## src/rtl/wb_rr_arbiter_n.sv

```systemverilog
// wb_rr_arbiter_n: N-port round-robin arbiter in front of one Wishbone classic
// master bus, with one transaction in flight at a time.
// Optional build macro WB_TIMEOUT_EN adds a bus watchdog. The watchdog ends a
// WAIT phase that lasts TIMEOUT_CYCLES cycles with an ack+err pulse.
// Handshake: a port holds i_port_req high until it samples o_port_ack[p]=1,
// and drops req on that edge. If req is still high in IDLE, it counts as a new
// request. Wishbone side: cyc=stb stay high, and o_wb_* stay stable, until the
// slave answers with ack or err.
// o_fsm_state exposes the controller state (0=IDLE, 1=WAIT, 2=DONE).
module wb_rr_arbiter_n #(
    parameter int NUM_PORTS      = 3,
    parameter int DATA_W         = 128,
    parameter int ADDR_W         = 32,
    parameter int TIMEOUT_CYCLES = 255
) (
    input  logic                          clk,
    input  logic                          reset,
    input  logic [NUM_PORTS-1:0]          i_port_req,
    input  logic [NUM_PORTS-1:0]          i_port_write,
    input  logic [NUM_PORTS*DATA_W-1:0]   i_port_wdata,
    input  logic [NUM_PORTS*DATA_W/8-1:0] i_port_be,
    input  logic [NUM_PORTS*ADDR_W-1:0]   i_port_addr,
    output logic [NUM_PORTS-1:0]          o_port_ack,
    output logic [NUM_PORTS-1:0]          o_port_err,
    output logic [DATA_W-1:0]             o_port_rdata,
    output logic [ADDR_W-1:0]             o_wb_adr,
    output logic [DATA_W/8-1:0]           o_wb_sel,
    output logic                          o_wb_we,
    output logic [DATA_W-1:0]             o_wb_dat,
    output logic                          o_wb_cyc,
    output logic                          o_wb_stb,
    input  logic [DATA_W-1:0]             i_wb_dat,
    input  logic                          i_wb_ack,
    input  logic                          i_wb_err,
    output logic [1:0]                    o_fsm_state
);

    localparam int GW   = (NUM_PORTS > 1) ? $clog2(NUM_PORTS) : 1;
    localparam int BE_W = DATA_W / 8;

    localparam logic [1:0] ST_IDLE = 2'd0;
    localparam logic [1:0] ST_WAIT = 2'd1;
    localparam logic [1:0] ST_DONE = 2'd2;

    logic [1:0]           state_q, state_d;
    logic [GW-1:0]        last_grant_q, last_grant_d;
    logic [GW-1:0]        grant_q, grant_d;
    logic [ADDR_W-1:0]    wb_adr_q, wb_adr_d;
    logic [BE_W-1:0]      wb_sel_q, wb_sel_d;
    logic                 wb_we_q, wb_we_d;
    logic [DATA_W-1:0]    wb_dat_q, wb_dat_d;
    logic                 wb_cyc_q, wb_cyc_d;
    logic [NUM_PORTS-1:0] port_ack_q, port_ack_d;
    logic [NUM_PORTS-1:0] port_err_q, port_err_d;
    logic [DATA_W-1:0]    port_rdata_q, port_rdata_d;

    logic                 req_any;
    logic [GW-1:0]        pick;
    logic                 tmo_hit;

    assign req_any = |i_port_req;

    // Round-robin pick: first requesting port after last_grant, wrapping to 0.
    always_comb begin
        logic          found;
        logic [GW-1:0] cand;
        int            idx;
        found = 1'b0;
        pick  = last_grant_q;
        cand  = '0;
        idx   = 0;
        for (int i = 1; i <= NUM_PORTS; i++) begin
            idx = int'(last_grant_q) + i;
            if (idx >= NUM_PORTS) idx = idx - NUM_PORTS;
            cand = GW'(idx);
            if (!found && i_port_req[cand]) begin
                found = 1'b1;
                pick  = cand;
            end
        end
    end

`ifdef WB_TIMEOUT_EN
    // The counter only has to reach TIMEOUT_CYCLES-1, because it starts at 0
    // on the first WAIT cycle.
    localparam int TMO_W = (TIMEOUT_CYCLES > 1) ? $clog2(TIMEOUT_CYCLES) : 1;

    logic [TMO_W-1:0] tmo_cnt_q, tmo_cnt_d;

    assign tmo_hit = (tmo_cnt_q == TMO_W'(TIMEOUT_CYCLES - 1));

    // Watchdog count: cleared while idle, one step per WAIT cycle.
    always_comb begin
        tmo_cnt_d = tmo_cnt_q;
        if (state_q == ST_IDLE)      tmo_cnt_d = '0;
        else if (state_q == ST_WAIT) tmo_cnt_d = tmo_cnt_q + 1'b1;
    end

    // Watchdog counter register.
    always_ff @(posedge clk or negedge reset) begin
        if (!reset) tmo_cnt_q <= '0;
        else        tmo_cnt_q <= tmo_cnt_d;
    end
`else
    // Without the watchdog, WAIT ends only on a slave ack or err.
    assign tmo_hit = 1'b0;
`endif

    // Next-state logic: grant in IDLE, complete in WAIT, pulse in DONE.
    always_comb begin
        state_d      = state_q;
        last_grant_d = last_grant_q;
        grant_d      = grant_q;
        wb_adr_d     = wb_adr_q;
        wb_sel_d     = wb_sel_q;
        wb_we_d      = wb_we_q;
        wb_dat_d     = wb_dat_q;
        wb_cyc_d     = wb_cyc_q;
        port_ack_d   = '0;
        port_err_d   = '0;
        port_rdata_d = port_rdata_q;
        case (state_q)
            ST_IDLE: begin
                if (req_any) begin
                    grant_d  = pick;
                    wb_adr_d = i_port_addr[int'(pick)*ADDR_W +: ADDR_W];
                    wb_sel_d = i_port_be[int'(pick)*BE_W +: BE_W];
                    wb_we_d  = i_port_write[pick];
                    wb_dat_d = i_port_wdata[int'(pick)*DATA_W +: DATA_W];
                    wb_cyc_d = 1'b1;
                    state_d  = ST_WAIT;
                end
            end
            ST_WAIT: begin
                if (i_wb_ack || i_wb_err) begin
                    wb_cyc_d            = 1'b0;
                    port_ack_d[grant_q] = 1'b1;
                    last_grant_d        = grant_q;
                    state_d             = ST_DONE;
                    if (i_wb_err) begin
                        port_err_d[grant_q] = 1'b1;
                        port_rdata_d        = '0;
                    end else begin
                        port_rdata_d = i_wb_dat;
                    end
                end else if (tmo_hit) begin
                    wb_cyc_d            = 1'b0;
                    port_ack_d[grant_q] = 1'b1;
                    port_err_d[grant_q] = 1'b1;
                    port_rdata_d        = '0;
                    last_grant_d        = grant_q;
                    state_d             = ST_DONE;
                end
            end
            ST_DONE: state_d = ST_IDLE;
            default: state_d = ST_IDLE;
        endcase
    end

    // State and output registers. The reset is asynchronous and drops cyc/stb
    // at once, with no completion pulse.
    always_ff @(posedge clk or negedge reset) begin
        if (!reset) begin
            state_q      <= ST_IDLE;
            last_grant_q <= GW'(NUM_PORTS - 1);
            grant_q      <= '0;
            wb_adr_q     <= '0;
            wb_sel_q     <= '0;
            wb_we_q      <= 1'b0;
            wb_dat_q     <= '0;
            wb_cyc_q     <= 1'b0;
            port_ack_q   <= '0;
            port_err_q   <= '0;
            port_rdata_q <= '0;
        end else begin
            state_q      <= state_d;
            last_grant_q <= last_grant_d;
            grant_q      <= grant_d;
            wb_adr_q     <= wb_adr_d;
            wb_sel_q     <= wb_sel_d;
            wb_we_q      <= wb_we_d;
            wb_dat_q     <= wb_dat_d;
            wb_cyc_q     <= wb_cyc_d;
            port_ack_q   <= port_ack_d;
            port_err_q   <= port_err_d;
            port_rdata_q <= port_rdata_d;
        end
    end

    assign o_port_ack   = port_ack_q;
    assign o_port_err   = port_err_q;
    assign o_port_rdata = port_rdata_q;
    assign o_wb_adr     = wb_adr_q;
    assign o_wb_sel     = wb_sel_q;
    assign o_wb_we      = wb_we_q;
    assign o_wb_dat     = wb_dat_q;
    assign o_wb_cyc     = wb_cyc_q;
    assign o_wb_stb     = wb_cyc_q;
    assign o_fsm_state  = state_q;

endmodule

```

## config.mk

```make
export PLATFORM = sky130hd
export DESIGN_NAME = wb_rr_arbiter_n
export DESIGN_NICKNAME = d
export VERILOG_FILES = /design/src/rtl/wb_rr_arbiter_n.sv
export SDC_FILE = /design/constraint.sdc
export NUM_CORES = 1
export LEC_CHECK = 0
export ABC_AREA = 1
export CAP_MARGIN = 25
export CELL_PAD_IN_SITES_DETAIL_PLACEMENT = 0
export CELL_PAD_IN_SITES_GLOBAL_PLACEMENT = 2
export CORE_AREA = 8 8 377 379
export CTS_CLUSTER_SIZE = 14
export DETAILED_ROUTE_END_ITERATION = 16
export DIE_AREA = 0 0 385 387
export PLACE_DENSITY_LB_ADDON = 0.1
export SYNTH_ARGS = -nofsm -noshare
export SYNTH_HDL_FRONTEND = slang
export SYNTH_SLANG_ARGS = --single-unit
```

## constraint.sdc

```tcl
create_clock -name clk -period 3.2 [get_ports clk]
set_input_delay 0.64 -clock clk [delete_from_list [all_inputs] [get_ports clk]]
set_output_delay 0.64 -clock clk [all_outputs]
set_load 0.01 [all_outputs]
```

* Yosys cells after proc, flatten, opt, wreduce, memory -nomap -nowiden
Index checks and enable logic that the tools add are counted.
Storage, ports and cells: output and inout port bits 315, flip-flop bits (word level) 318, word-level logic and storage cells 75, input bits 666
Cells by class: order comparisons 9, multiplexer cells 30, shifts and indexed selects 3, reduce and logical (&&, ||, !) cells 13, equal/unequal tests 3, add/sub/neg operators 6
Operators with widths (number):
- variable part select 384 x 10 -> 128 bit | 1
- two-way mux 128 bit | 1
- variable part select 96 x 8 -> 32 bit | 1
- variable part select 48 x 7 -> 16 bit | 1
- two-way mux 2 bit | 8
- less-than comparator 2 x 3 -> 1 bit, second input constant | 5
- two-way mux 3 bit | 5
- >= comparator 3 x 2 -> 1 bit, second input constant | 3
- two-way mux 1 bit | 9
- binary-select mux 1 bit (select 2 bit) | 4
- adder 2 x 2 -> 3 bit, second input constant | 2
- AND reduction 2 bit | 3
- subtractor 2 bit, second input constant | 3
- inequality test 2 bit, second input constant | 2
- one-hot mux 2 bit (2 select lines) | 1
- adder 2 x 1 -> 3 bit, second input constant | 1
- logical AND 1 bit | 3
- AND reduction 3 bit | 1
- OR reduction 3 bit | 1
- demux 1 bit (select 2 bit) | 1
- == test 2 x 1 -> 1 bit, second input constant | 1
- >= comparator 2 x 1 -> 1 bit, second input constant | 1
- logical NOT 1 bit | 2
- logical NOT 2 bit | 1
- other kinds (3) | 3

* Longest topological paths before layout
Gate-level depths: netlist (run 1).
depth in word-level cells 14, depth in mapped cells 17, depth with buffers taken out 14

* Worst setup path before layout (run 1)
OpenSTA, ideal clock, no wires.
path type reg-to-reg, from reg last_grant_q[1], to reg wb_adr_q[21] (netlist: o_wb_adr[21]), arrival 2129 ps, path slack 947 ps, required time 3075 ps, setup time 125 ps, stages on the path, launching flop included 18, period minus slack after synthesis 2253 ps, path buffers 3, path through dfstp_2 > inv_1 > ha_1 > buf_4 > inv_2 > nand2_2 > nand3_4 > nand2_4 > nand2_2 > nand2_1 > nand2_1 > nand2_1 > nand2_4 > inv_2 > buf_4 > buf_6 > nand3_1 > nand3_1
On the way: longest elaborated chain between the ends 13, elaborated cells between the ends (all ways) 28, classes of those cells 6 x add/sub; 3 x order compare; 1 x shift; 14 x mux; 4 x reduce/logical
Ends and longest elaborated chain:
- from (decl) | line 46 | logic [GW-1:0] last_grant_q, last_grant_d;
- from (signal assigned) | line 165 | last_grant_q <= GW'(NUM_PORTS - 1);
- from (signal assigned) | line 177 | last_grant_q <= last_grant_d;
- adder 2 x 1 -> 3 bit | line 73 | idx = int'(last_grant_q) + i;
- >= comparator 3 x 2 -> 1 bit / subtractor 2 bit (equally long branches) | line 74 | if (idx >= NUM_PORTS) idx = idx - NUM_PORTS;
- two-way mux 2 bit | line 74
- binary-select mux 1 bit (select 2 bit) | line 76 | if (!found && i_port_req[cand]) begin
- two-way mux 1 bit (not written as such) | line 76
- two-way mux 1 bit | line 76
- logical NOT 1 bit | line 76
- logical AND 1 bit | line 76
- two-way mux 1 bit | line 76
- logical NOT 1 bit | line 76
- logical AND 1 bit | line 76
- two-way mux 2 bit (*) | line 76
- variable part select 96 x 8 -> 32 bit (*) | line 126 | wb_adr_d = i_port_addr[int'(pick)*ADDR_W +: ADDR_W];
- to (signal assigned) | line 179 | wb_adr_q <= wb_adr_d;
- to (decl) | line 48 | logic [ADDR_W-1:0] wb_adr_q, wb_adr_d;
Every way passes the cells marked *; elsewhere a longest branch is shown, timed or not. The select of a mux whose other input is x is not followed. A chain may end at the register's enable or synchronous reset.

* Worst setup path in the final report (run 1)
from reg last_grant_q[1], to reg wb_dat_q[105] (netlist: o_wb_dat[105])
On the way: longest elaborated chain between the ends 13, elaborated cells between the ends (all ways) 28, classes of those cells 6 x add/sub; 3 x order compare; 1 x shift; 14 x mux; 4 x reduce/logical
Ends and longest elaborated chain:
- adder 2 x 1 -> 3 bit | line 73
- >= comparator 3 x 2 -> 1 bit / subtractor 2 bit (equally long branches) | line 74
- two-way mux 2 bit | line 74
- binary-select mux 1 bit (select 2 bit) | line 76
- two-way mux 1 bit (not written as such) | line 76
- two-way mux 1 bit | line 76
- logical NOT 1 bit | line 76
- logical AND 1 bit | line 76
- two-way mux 1 bit | line 76
- logical NOT 1 bit | line 76
- logical AND 1 bit | line 76
- two-way mux 2 bit (*) | line 76
- variable part select 384 x 10 -> 128 bit (*) | line 129 | wb_dat_d = i_port_wdata[int'(pick)*DATA_W +: DATA_W];
- to (signal assigned) | line 182 | wb_dat_q <= wb_dat_d;
- to (decl) | line 51 | logic [DATA_W-1:0] wb_dat_q, wb_dat_d;
Marked as above.

==> results of run 1 <==
metal layers:
layer,vias to the layer above,part of all wire,GRT usage
li1,9542,-,-
met1,9920,0.39,0.184
met2,732,0.49,0.291
met3,144,0.097,0.0671
met4,40,0.017,0.0316
met5,-,0.0020,0
logic make-up (layout without fill, tap and decap cells):
logic type,Yosys count,after routing,share of synthesized area
other,0,30,0
AND/OR/NAND/NOR,1741,1741,0.445
flip-flops,318,318,0.469
buffers and inverters,219,1154,0.0656
AO/OA/AOI/OAI,55,55,0.0173
adder cells (fa/ha/maj),4,4,0.00295
state kept, by name, indices dropped and copies added (netlist names):
name / count
grant_q: 2
last_grant_q: 2
o_fsm_state: 2
o_port_ack: 3
o_port_err: 3
o_port_rdata: 128
o_wb_adr: 32
o_wb_cyc: 1
o_wb_dat: 128
o_wb_sel: 16
o_wb_we: 1
metrics by stage:
step	hold WS (ps)	util	worst slack, ps	power, uW
2_1_floorplan	344	-	947	22000
3_3_place_gp	463	0.213	225	36000
3_5_place_dp	465	0.213	201	35900
4_1_cts	481	0.224	278	41400
5_1_grt	497	0.224	75.4	43600
6_report	474	0.224	231	40000
tightest hold or removal path, delay by kind of cell, from the launching register on:
family | cells | cell delay [ps]
flip-flops | 1 | 330
AND/OR/NAND/NOR | 2 | 110
cell usage in the layout (no fill, tap or decap), types with 5 or more instances in the layout:
cell	instances
clkbuf_16	48
inv_1	10
diode_2	30
buf_12	37
nand2_2	5
buf_4	36
clkbuf_1	15
clkbuf_8	8
clkdlybuf4s50_1	979
a21oi_1	49
nand3_1	750
nor2_1	61
nand2_1	913
dfrtp_1	317
clkinv_2	8
layout make-up:
class | instances | area (um^2) | area share
inverters | 17 | 78.8 | 0.00258
clock buffers | 71 | 1370 | 0.0447
repair buffers | 1054 | 10800 | 0.354
clock inverters | 12 | 92.6 | 0.00303
diodes | 30 | 75.1 | 0.00245
well taps | 1794 | 2240 | 0.0734
multi-input cells | 1800 | 7950 | 0.260
flip-flops and latches | 318 | 7960 | 0.260
synthesized netlist by cell type, drive strengths merged:
cell type,instances
nor2,62
o21ai,4
o21a,1
nor3,1
dfstp,1
dfrtp,317
a21oi,49
ha,4
o31ai,1
nand2,920
inv,17
clkbuf,76
nand4,2
buf,126
nand3,756
final timing paths:
path	from	to	slack, ps
min	o_port_rdata[37]	o_port_rdata[37]	470
max in group asynchronous	reset	o_wb_dat[7]	1630
max reg2reg	last_grant_q[1]	o_wb_dat[105]	230
min reg2reg	o_port_rdata[37]	o_port_rdata[37]	470
max	last_grant_q[1]	o_wb_dat[105]	230
min in group asynchronous	reset	o_wb_dat[111]	640
power groups by stage:
stage | Clock, uW | Combinational (uW) | Sequential, uW
floorplan | 0 | 14500 | 7530
global placement | 0 | 29000 | 6920
detailed placement | 0 | 29000 | 6940
CTS | 5450 | 29100 | 6920
global route | 5580 | 30900 | 7100
finish | 5160 | 27900 | 6890
what timing repair did:
| item | in CTS | in global routing |
|---|---|---|
| endpoints found under the setup margin | 0 | 0 |
| hold buffers | 1 | 0 |
| endpoints found under the hold margin | 4 | 0 |
| setup buffers | 0 | 0 |
==> flow_metrics.tcl, run 1 <==
set metrics [dict create \
    synthesis.nets 3007 \
    critical_path_buffers_and_inverters 2 \
    yosys_cell_types 24 \
    floorplan.die_area_mm2 0.149 \
    synth_largest_area_cell "dfrtp_1" \
    yosys_warnings 0 \
    timing_max_transition_violations_final 0 \
    ioPinCount 981 \
    post_cts_resized 0 \
    ir_worst_vdd_mv 0.959 \
    holdPathStages 2 \
    netSwitchingFraction 0.527 \
    finalClockSkew_ps 15.3 \
    hold_class "flop to flop" \
    worst_path_max_delay_cell "dfstp_2" \
    first_global_vias 21600 \
    worstPathMaxFanout 81 \
    cp_top_family "simple AND/OR/NAND/NOR gates" \
    clock_sink_count 318 \
    portBuffers 980 \
    avgSynthCellArea_um2 7.27 \
    cell_internal_pwr_uw 18900 \
    gr-usage-all-layers 0.164 \
    ctsLongestPathBuffers 3 \
    powerDensity_mw_per_mm2 1310 \
    layout_worst_path_cycle_share 0.928 \
    synthDominantCellAreaShare 0.467 \
    wl_um 128000 \
    final_layout_size_suffix_gt1_frac 0.0507 \
    wire_length_of_the_first_global_routing_pass_um 176000 \
    seq_power_share 0.172 \
    clock_tree.htree_level_count 2 \
    grt_start_max_net_pins 134 \
    route.detailed.drc 0 \
    drtPass1Iterations 5 \
    final_number_of_hold_violating_endpoints 0 \
    design_area_mm2 0.0306 \
    num-nets-final 3909 \
    crit_arrival_ps 3520 \
    overall_overflow_remaining_after_global_route 0 \
    timing.critical_path.from_type "flop" \
    net_switching_power_figure_uw 21100 \
    cts_buffers 48 \
    routabilityCongestion 0.778 \
    rows 136 \
    avgRoutedWirePerCell_um 25.2 \
    worst-endpoint-required_ps 3750 \
    final.fill_count 15100 \
    num_vias 20400 \
    initial_core_util 0.125 \
    path_cells "inv_1 > ha_1 > nand2_1 > nand3_4 > nand2_4 > nand2_2 > nand2_1 > nand2_1 > nand2_1 > nand2_8 > buf_12 > nand3_1 > nand3_1" \
    clockPowerShare 0.129 \
    ys_seq_elements 318 \
    worst_setup_path_end_kind "flop" \
    detail_route.vias_per_cell 4.00 \
    dieHeight_um 387 \
    max_slew.worst_pin.slew_ps 794 \
    floorplan.die.width_um 385 \
    cts_tree "done" \
    initial_antenna_violation_count 58 \
    cpPeakStageDelay_ps 560 \
    clockRootBuffer "clkbuf_16" \
    combinationalPowerShare 0.698 \
    ys_top_cells_by_area "dfrtp_1 47%, nand3_1 22%, nand2_1 20%" \
    detail-route-antenna-nets 0 \
    dp.cells 4982 \
    ys_seq_area_frac 0.469 \
    crit_type "flop to flop" \
    crit_cells 13 \
    layout.cells.non_filler 5096 \
    layout_area_growth_over_synthesis_pct 80.2 \
    max_cap_viols 0 \
    floorplan.core_area_mm2 0.136 \
    post_synth_inst_count 2337 \
    leakagePower_uw 0.0137 \
    critical_path.most_common_cell "nand2_1" \
    r2r_depth 13 \
    clk_latency_ps 620 \
    place.detailed.hpwl_um 98600 \
    post-route-min-period_ps 2970 \
    timing.max_slew.rel_slack 0.471 \
    drt_first_iter_violations 1033 \
    synth_area_mm2 0.0170 \
    rsz0062_at_grt "no" \
    finalSetupTns_ps 0 \
    run_status "finished clean" \
    endpoints_failing_setup 0 \
    worst_setup_hold_path_clk_slew_ps 50 \
    placement.cell_area_mm2 0.0291 \
    fmax_mhz 337 \
]
Note: power is estimated with default switching activity, not from simulation.
==> run 2, diff against run 1 <==
- HOLD_SLACK_MARGIN: unset -> 0.05
==> results of run 2 <==
The final DEF is identical to that of run 1; final timing and power are the same.
